$ cat src/rtl/tcm_arbiter.sv
// rtl/tcm_arbiter.sv - two-port req/gnt arbiter in front of a single-port TCM
// Port 0 has priority; a starvation counter forces port 1 after STARVE_MAX lost cycles.
module tcm_arbiter #(
  parameter int DATA_WIDTH = 32,
  parameter int ADDR_WIDTH = 15,
  parameter int STARVE_MAX = 4
) (
  input  logic                    clk_i,
  input  logic                    rst_i,
  input  logic                    p0_req_i,
  output logic                    p0_gnt_o,
  input  logic [ADDR_WIDTH-1:0]   p0_addr_i,
  input  logic [DATA_WIDTH-1:0]   p0_wdata_i,
  input  logic                    p0_we_i,
  input  logic [DATA_WIDTH/8-1:0] p0_be_i,
  output logic                    p0_rvalid_o,
  output logic [DATA_WIDTH-1:0]   p0_rdata_o,
  input  logic                    p1_req_i,
  output logic                    p1_gnt_o,
  input  logic [ADDR_WIDTH-1:0]   p1_addr_i,
  input  logic [DATA_WIDTH-1:0]   p1_wdata_i,
  input  logic                    p1_we_i,
  input  logic [DATA_WIDTH/8-1:0] p1_be_i,
  output logic                    p1_rvalid_o,
  output logic [DATA_WIDTH-1:0]   p1_rdata_o,
  output logic                    tcm_en_o,
  output logic [ADDR_WIDTH-1:0]   tcm_addr_o,
  output logic [DATA_WIDTH-1:0]   tcm_wdata_o,
  output logic                    tcm_we_o,
  output logic [DATA_WIDTH/8-1:0] tcm_be_o,
  input  logic [DATA_WIDTH-1:0]   tcm_rdata_i
);

  localparam int SW = $clog2(STARVE_MAX + 1);
  localparam logic [SW-1:0]         STARVE_LIM = SW'(STARVE_MAX);
  localparam logic [ADDR_WIDTH-1:0] WORD_MASK  = ~ADDR_WIDTH'(3);

  logic [SW-1:0]         starve_cnt;
  logic                  rsel_q;
  logic                  rwe_q;
  logic                  rvalid_q;
  logic [ADDR_WIDTH-1:0] addr_mux;

  always_comb begin
    p0_gnt_o = 1'b0;
    p1_gnt_o = 1'b0;
    if (!rst_i) begin
      if (p1_req_i && (!p0_req_i || starve_cnt == STARVE_LIM)) begin
        p1_gnt_o = 1'b1;
      end else if (p0_req_i) begin
        p0_gnt_o = 1'b1;
      end
    end
  end

  always_comb begin
    tcm_en_o    = p0_gnt_o | p1_gnt_o;
    addr_mux    = '0;
    tcm_wdata_o = '0;
    tcm_we_o    = 1'b0;
    tcm_be_o    = '0;
    if (p1_gnt_o) begin
      addr_mux    = p1_addr_i;
      tcm_wdata_o = p1_wdata_i;
      tcm_we_o    = p1_we_i;
      tcm_be_o    = p1_be_i;
    end else if (p0_gnt_o) begin
      addr_mux    = p0_addr_i;
      tcm_wdata_o = p0_wdata_i;
      tcm_we_o    = p0_we_i;
      tcm_be_o    = p0_be_i;
    end
    tcm_addr_o = addr_mux & WORD_MASK;
  end

  // Counts p0 wins while p1 waits; saturates so p1 stays forced until served.
  always_ff @(posedge clk_i) begin
    if (rst_i) begin
      starve_cnt <= '0;
    end else if (p1_gnt_o || !p1_req_i) begin
      starve_cnt <= '0;
    end else if (p0_gnt_o && starve_cnt != STARVE_LIM) begin
      starve_cnt <= starve_cnt + 1'b1;
    end
  end

  always_ff @(posedge clk_i) begin
    if (rst_i) begin
      rvalid_q <= 1'b0;
      rsel_q   <= 1'b0;
      rwe_q    <= 1'b0;
    end else begin
      rvalid_q <= tcm_en_o;
      rsel_q   <= p1_gnt_o;
      rwe_q    <= tcm_we_o;
    end
  end

  // Gating with rst_i drops the response of a grant made the cycle before reset.
  assign p0_rvalid_o = rvalid_q & ~rsel_q & ~rst_i;
  assign p1_rvalid_o = rvalid_q &  rsel_q & ~rst_i;
  assign p0_rdata_o  = (p0_rvalid_o && !rwe_q) ? tcm_rdata_i : '0;
  assign p1_rdata_o  = (p1_rvalid_o && !rwe_q) ? tcm_rdata_i : '0;

endmodule
$ cat config.mk
export PLATFORM = sky130hd
export DESIGN_NAME = tcm_arbiter
export DESIGN_NICKNAME = d
export VERILOG_FILES = /design/src/rtl/tcm_arbiter.sv
export SDC_FILE = /design/constraint.sdc
export NUM_CORES = 1
export LEC_CHECK = 0
export CAP_MARGIN = 20
export CORE_AREA = 2 2 102 104
export DETAILED_ROUTE_END_ITERATION = 6
export DIE_AREA = 0 0 104 106
export PLACE_DENSITY = 0.67
export SLEW_MARGIN = 20
export SYNTH_ARGS = -nofsm -noshare
export SYNTH_HDL_FRONTEND = slang
export SYNTH_SLANG_ARGS = --single-unit
$ cat constraint.sdc
create_clock -name clk_i -period 4.1 [get_ports clk_i]
set_input_delay 1.23 -clock clk_i [delete_from_list [all_inputs] [get_ports clk_i]]
set_output_delay 1.23 -clock clk_i [all_outputs]
set_load 0.03 [all_outputs]
==> results of run 1 <==
-- worst paths after layout --
| check | slack (ns) | from | endpoint | depth (start not counted) |
|---|---|---|---|---|
| worst min-delay path | 0.48 | starve_cnt[0]$_SDFFE_PP0P_ | starve_cnt[0]$_SDFFE_PP0P_ | 1 |
| worst max register to register | 2.59 | starve_cnt[0]$_SDFFE_PP0P_ | rwe_q$_SDFF_PP0_ | 5 |
| worst max-delay path | 0.21 | rst_i | tcm_we_o | 5 |
| worst min register to register | 0.48 | starve_cnt[0]$_SDFFE_PP0P_ | starve_cnt[0]$_SDFFE_PP0P_ | 1 |
-- sequential cells by signal, summed over array words and instances, names as in the netlist --
| signal | cells |
|---|---|
| rwe_q | 1 |
| starve_cnt | 3 |
| rsel_q | 1 |
| rvalid_q | 1 |
-- Yosys cell counts --
library cell	instances
nand3b_1	100
o22ai_1	51
and2_1	38
and2_2	26
buf_2	19
clkbuf_1	13
clkbuf_2	7
dfxtp_1	6
nor2_1	5
inv_1	3
buf_4	2
ha_1	2
nand2b_1	2
nor3b_1	2
a211oi_1	1
a21boi_4	1
and3_1	1
and3b_1	1
and4b_1	1
and4bb_2	1
buf_1	1
buf_6	1
conb_1	1
nor3_1	1
nor4b_4	1
or3b_2	1
-- worst register-to-register path: cells and delay by family, from the launching register on --
family / cells / cell delay (ns)
DFF: 1 / 0.36
AOI/OAI and AO/OA: 1 / 0.30
and+or+nand+nor: 1 / 0.26
adders and majority gates: 1 / 0.24
buffers and inverters: 2 / 0.23
-- power by group --
part / internal, mW / switching [mW] / leakage [nW]
clock network: 0.0629 / 0.0240 / 0.0216
logic: 0.239 / 0.200 / 1.67
registers: 0.0610 / 0.00204 / 0.0492
total: 0.363 / 0.226 / 1.74
-- cell type report --
cell class              instances  area (um2)
diodes                          1        2.50
multi-input cells             237        1680
flip-flops and latches          6         120
fillers                      1028        5470
repair buffers                264        2500
well taps                     136         170
clock buffers                   3        41.3
inverters                       3        11.3
-- metrics by stage --
step           hold WS [ns]  utilization (%)
3_5_place_dp          0.464             44.9
4_1_cts               0.480             45.3
5_1_grt               0.490             45.3
6_report              0.479             45.3
2_1_floorplan         0.426                -
3_3_place_gp          0.446             44.9
-- logic make-up after synthesis --
family	Yosys count	share of synthesized area, %
AO/OA/AOI/OAI	53	17.1
buffers and inverters	46	10.9
flip-flops	6	5.95
AND/OR/NAND/NOR	180	64.6
adder cells (fa/ha/maj)	2	1.24
other	1	0.186
-- routing by layer --
| layer | up-vias | wire (um) |
|---|---|---|
| li1 | 1490 | - |
| met1 | 1393 | 3650 |
| met2 | 163 | 4970 |
| met3 | 6 | 864 |
| met4 | 0 | 142 |
| met5 | - | 0 |
==> results_dict.tcl, run 1 <==
set metrics [dict create \
    run_status "finished, final reports clean" \
    place.detailed.hpwl_um 7450 \
    crit_path_largest_cell_delay_ns 0.71 \
    number_of_global_route_vias_before_repair 2916 \
    total_number_of_yosys_warnings 0 \
    maxSlewViolCount 0 \
    route.final.wire_length_um 9630 \
    ctsRootBufferMaster "clkbuf_8" \
    worst-path-max-fanout 39 \
    ys_seq_elements 6 \
    detailroute.via_count 3052 \
    synth.distinct_cells 26 \
    area_growth_syn_to_layout_pct 125 \
    postLayoutSetupSlackWorst_ns 0.207 \
    design.die.area_um2 11000 \
    totalNegativeSetupSlack_ns 0 \
    tritoncts.num_buffers 3 \
    leakage_component_of_the_power_nw 1.74 \
    placementRows 37 \
    tritoncts "done" \
    critical_path_class "in2out" \
    post_layout_total_power_mw 0.589 \
    grt_util_met1_pct 17.2 \
    worst_ep_arrival_time_ns 2.66 \
    first_pass_grt_wire_length_um 14500 \
    placed_cells 646 \
    die_w_um 104 \
    synth.largest_area_cell "nand3b_1" \
    final_common_cell "clkdlybuf4s50_1" \
    netlist.area_leader.share_pct 37.2 \
    netlist_top_cells_area "nand3b_1 37%, o22ai_1 16%, and2_1 12%" \
    worst_clock_skew_ns 0.00299 \
    final.period_utilization_pct 95.0 \
    antenna_found_initial 1 \
    core_area_um2 10000 \
    fp.dieH_um 106 \
    final_cells 650 \
    vdd_ir_drop_max_mv 0.0662 \
    timing.fmax_mhz 257 \
    hp-class "reg2reg" \
    clk_transition_reported_paths_ns 0.04 \
    finalSetupViolations 0 \
    cap_viol_max_count 0 \
    rsz0062_at_grt "no" \
    top_level_ports 261 \
    detail_route.drc_violations 0 \
    final_design_area_no_fill_um2 4530 \
    critical_path.n_buffers_inverters 3 \
    critPathLaunchType "input port" \
    power_density_nw_per_um2 130 \
    timing.critical_path.cells "buf_2 > buf_4 > nand3b_1 > o22ai_1 > clkdlybuf4s50_1" \
    end_kind "primary output" \
    cts.htree.levels 1 \
    grt_util_all_layers_pct 15.7 \
    detail_route.vias_per_cell 4.70 \
    cts_repair_resize_count 0 \
    clock_path_buffers 2 \
    clk_latency_ns 0.22 \
    synth.cell_area_um2 2020 \
    mean_syn_cell_area_um2 7.01 \
    globalRouteMet2Util_pct 30.6 \
    cpMaxStageDelayCell "clkdlybuf4s50_1" \
    cts.sink_count 6 \
    first_pass_iters 5 \
    placed_cell_area_um2 4490 \
    drt-wirelength-per-cell_um 14.8 \
    grt_start_max_net_pins 71 \
    final_net_count 657 \
    cts_hold_repair.buffers 0 \
    syn_inst 288 \
    drtIter0Drc 139 \
    fraction_of_layout_instances_using_a_drive_strength_above_1_pct 21.6 \
    dp_slack_ns 0.197 \
    critical_path_data_required_time_ns 2.87 \
    yosysSeqAreaShare_pct 5.95 \
    met3_usage_pct 3.92 \
    most-common-layout-cells "187 x clkdlybuf4s50_1, 100 x nand3b_1, 69 x buf_4" \
    gr-total-overflow 0 \
    initial_core_util_pct 20.2 \
    path_delay_family "buffers and inverters" \
    fin_crit_period_ns 3.89 \
    final_hold_viol_count 0 \
    grt.busiest_layer "met2" \
    final_antenna_net_count 0 \
    place_congestion 0.779 \
    place.port_buffers 254 \
    post-cts-setup-buffer-count 0 \
]
(Power assumes the default switching activity.)
==> run 2: changes to the inputs <==
--- a/config.mk
+++ b/config.mk
@@ -10,5 +10,5 @@
 export DETAILED_ROUTE_END_ITERATION = 6
 export DIE_AREA = 0 0 104 106
-export PLACE_DENSITY = 0.67
+export PLACE_DENSITY = 0.75
 export SLEW_MARGIN = 20
 export SYNTH_ARGS = -nofsm -noshare
==> constraint.sdc (replaced) <==
create_clock -name clk_i -period 4.1 [get_ports clk_i]
set_input_delay 1.025 -clock clk_i [delete_from_list [all_inputs] [get_ports clk_i]]
set_output_delay 1.025 -clock clk_i [all_outputs]
set_load 0.03 [all_outputs]
==> results_dict.tcl, run 2 (synthesis results as in run 1) <==
set metrics [dict create \
    run_status "finished, final reports clean" \
    final_common_cell "clkdlybuf4s50_1" \
    grt_start_max_net_pins 54 \
    timing.critical_path.cells "buf_2 > and3_2 > o22ai_1 > clkdlybuf4s50_1" \
    first_pass_grt_wire_length_um 14500 \
    cap_viol_max_count 0 \
    ctsRootBufferMaster "clkbuf_8" \
    grt_util_all_layers_pct 15.9 \
    cts.htree.levels 1 \
    fin_crit_period_ns 3.82 \
    max_slew_margin_pct 37.4 \
    critPathLaunchType "input port" \
    vdd_ir_drop_max_mv 0.0692 \
    final.period_utilization_pct 93.2 \
    finalSetupViolations 0 \
    final_antenna_net_count 0 \
    top_level_ports 261 \
    placed_cells 645 \
    detail_route.drc_violations 0 \
    clk_latency_ns 0.22 \
    crit_path_largest_cell_delay_ns 0.79 \
    end_kind "primary output" \
    cts_hold_repair.buffers 0 \
    tritoncts "done" \
    worst_ep_arrival_time_ns 2.80 \
    reg2reg_depth 4 \
    worst_clock_skew_ns 0.000544 \
    core_area_um2 10000 \
    largest_register_ff_count 3 \
    placementRows 37 \
    cpMaxStageDelayCell "and3_2" \
    rsz0062_at_grt "no" \
    worst_margin_slew_ns 0.940 \
    number_of_global_route_vias_before_repair 2901 \
    regMostFlops "starve_cnt" \
    post-cts-setup-buffer-count 0 \
    power_density_nw_per_um2 128 \
    most-common-layout-cells "219 x clkdlybuf4s50_1, 100 x nand3b_1, 51 x o22ai_1" \
    design.die.area_um2 11000 \
    clk_transition_reported_paths_ns 0.04 \
    critical_path_class "in2out" \
    maxSlewViolCount 0 \
    route.final.wire_length_um 9770 \
    place_congestion 0.788 \
    leakage_component_of_the_power_nw 1.66 \
    area_growth_syn_to_layout_pct 127 \
    place.detailed.hpwl_um 7850 \
    cts_repair_resize_count 0 \
    fp.dieH_um 106 \
    die_w_um 104 \
    initial_core_util_pct 20.2 \
    timing.rr.end "rwe_q$_SDFF_PP0_" \
    first_pass_iters 4 \
    clock_path_buffers 2 \
    tritoncts.num_buffers 3 \
    launching_instance_or_port_of_the_critical_path "p1_req_i" \
    gr-total-overflow 0 \
    final_hold_viol_count 0 \
    drtIter0Drc 107 \
    launch_point_of_the_worst_reg_to_reg_path "starve_cnt[0]$_SDFFE_PP0P_" \
    worst-path-max-fanout 52 \
    detail_route.vias_per_cell 4.69 \
    timing.fmax_mhz 262 \
    hold_start "starve_cnt[0]$_SDFFE_PP0P_" \
    detailroute.via_count 3047 \
    final_cells 649 \
    crit_path_end "tcm_addr_o[11]" \
    fraction_of_layout_instances_using_a_drive_strength_above_1_pct 15.2 \
    hp-class "reg2reg" \
    antenna_found_initial 2 \
    setup.reg_to_reg.worst_slack_ns 2.21 \
    totalNegativeSetupSlack_ns 0 \
    fillCellCount 1002 \
    cts.sink_count 6 \
    drt-wirelength-per-cell_um 15.1 \
    final_net_count 656 \
    critical_path_data_required_time_ns 3.07 \
    place.port_buffers 254 \
]
## run 2: changes by cell type in the layout (fill, tap and decap cells not counted)
| cell | delta |
|---|---|
| buf_4 | -31 |
| buf_12 | -2 |
| clkdlybuf4s50_1 | +32 |
## run 2: layer usage
metal  routed length [um]  track usage [%]  up-vias  part of all wire, %
met4                  127             2.51        0                  1.3
met1                 3540             15.6     1411                   36
li1                     -                -     1486                    -
met2                 5310             32.9      142                   54
met5                    0                0        -                    0
met3                  790             4.97        8                  8.1
## run 2: how the worst min path moves through the flow
stage,endpoint,slack [ns],cells after the start
floorplan,starve_cnt[0]$_SDFFE_PP0P_,0.43,1
global placement,starve_cnt[0]$_SDFFE_PP0P_,0.44,1
detailed placement,starve_cnt[0]$_SDFFE_PP0P_,0.46,1
CTS,starve_cnt[0]$_SDFFE_PP0P_,0.47,1
global route,starve_cnt[0]$_SDFFE_PP0P_,0.49,1
finish,starve_cnt[0]$_SDFFE_PP0P_,0.47,1
## run 2: stage by stage
step / hold slack (ns) / total power, mW / worst slack [ns] / utilization, % / instance area (um2)
2_1_floorplan: 0.426 / 0.269 / 0.799 / - / 2020
3_3_place_gp: 0.442 / 0.497 / 0.259 / 45.4 / 4540
3_5_place_dp: 0.461 / 0.503 / 0.259 / 45.4 / 4540
4_1_cts: 0.467 / 0.591 / 0.249 / 45.8 / 4580
5_1_grt: 0.487 / 0.616 / 0.121 / 45.8 / 4580
6_report: 0.468 / 0.586 / 0.280 / 45.8 / 4580
## run 2: final cells by class
class                      instances  area [um2]  area share, %
timing repair buffer             263        2550           55.7
sequential                         6         120           2.62
inverter                           3        11.3          0.246
tap                              136         170           3.71
multi-input combinational        237        1680           36.8
clock buffer                       3        41.3          0.901
antenna                            1        2.50         0.0546
## run 2: critical path: cells and delay by family
family / cells / cell delay (ns)
AOI/OAI and AO/OA: 1 / 0.22
buffers and inverters: 2 / 0.73
and+or+nand+nor: 1 / 0.79
## run 2: power by group
group,switching (mW),internal (mW)
Clock,0.0233,0.0629
Combinational,0.199,0.238
Sequential,0.00206,0.0610
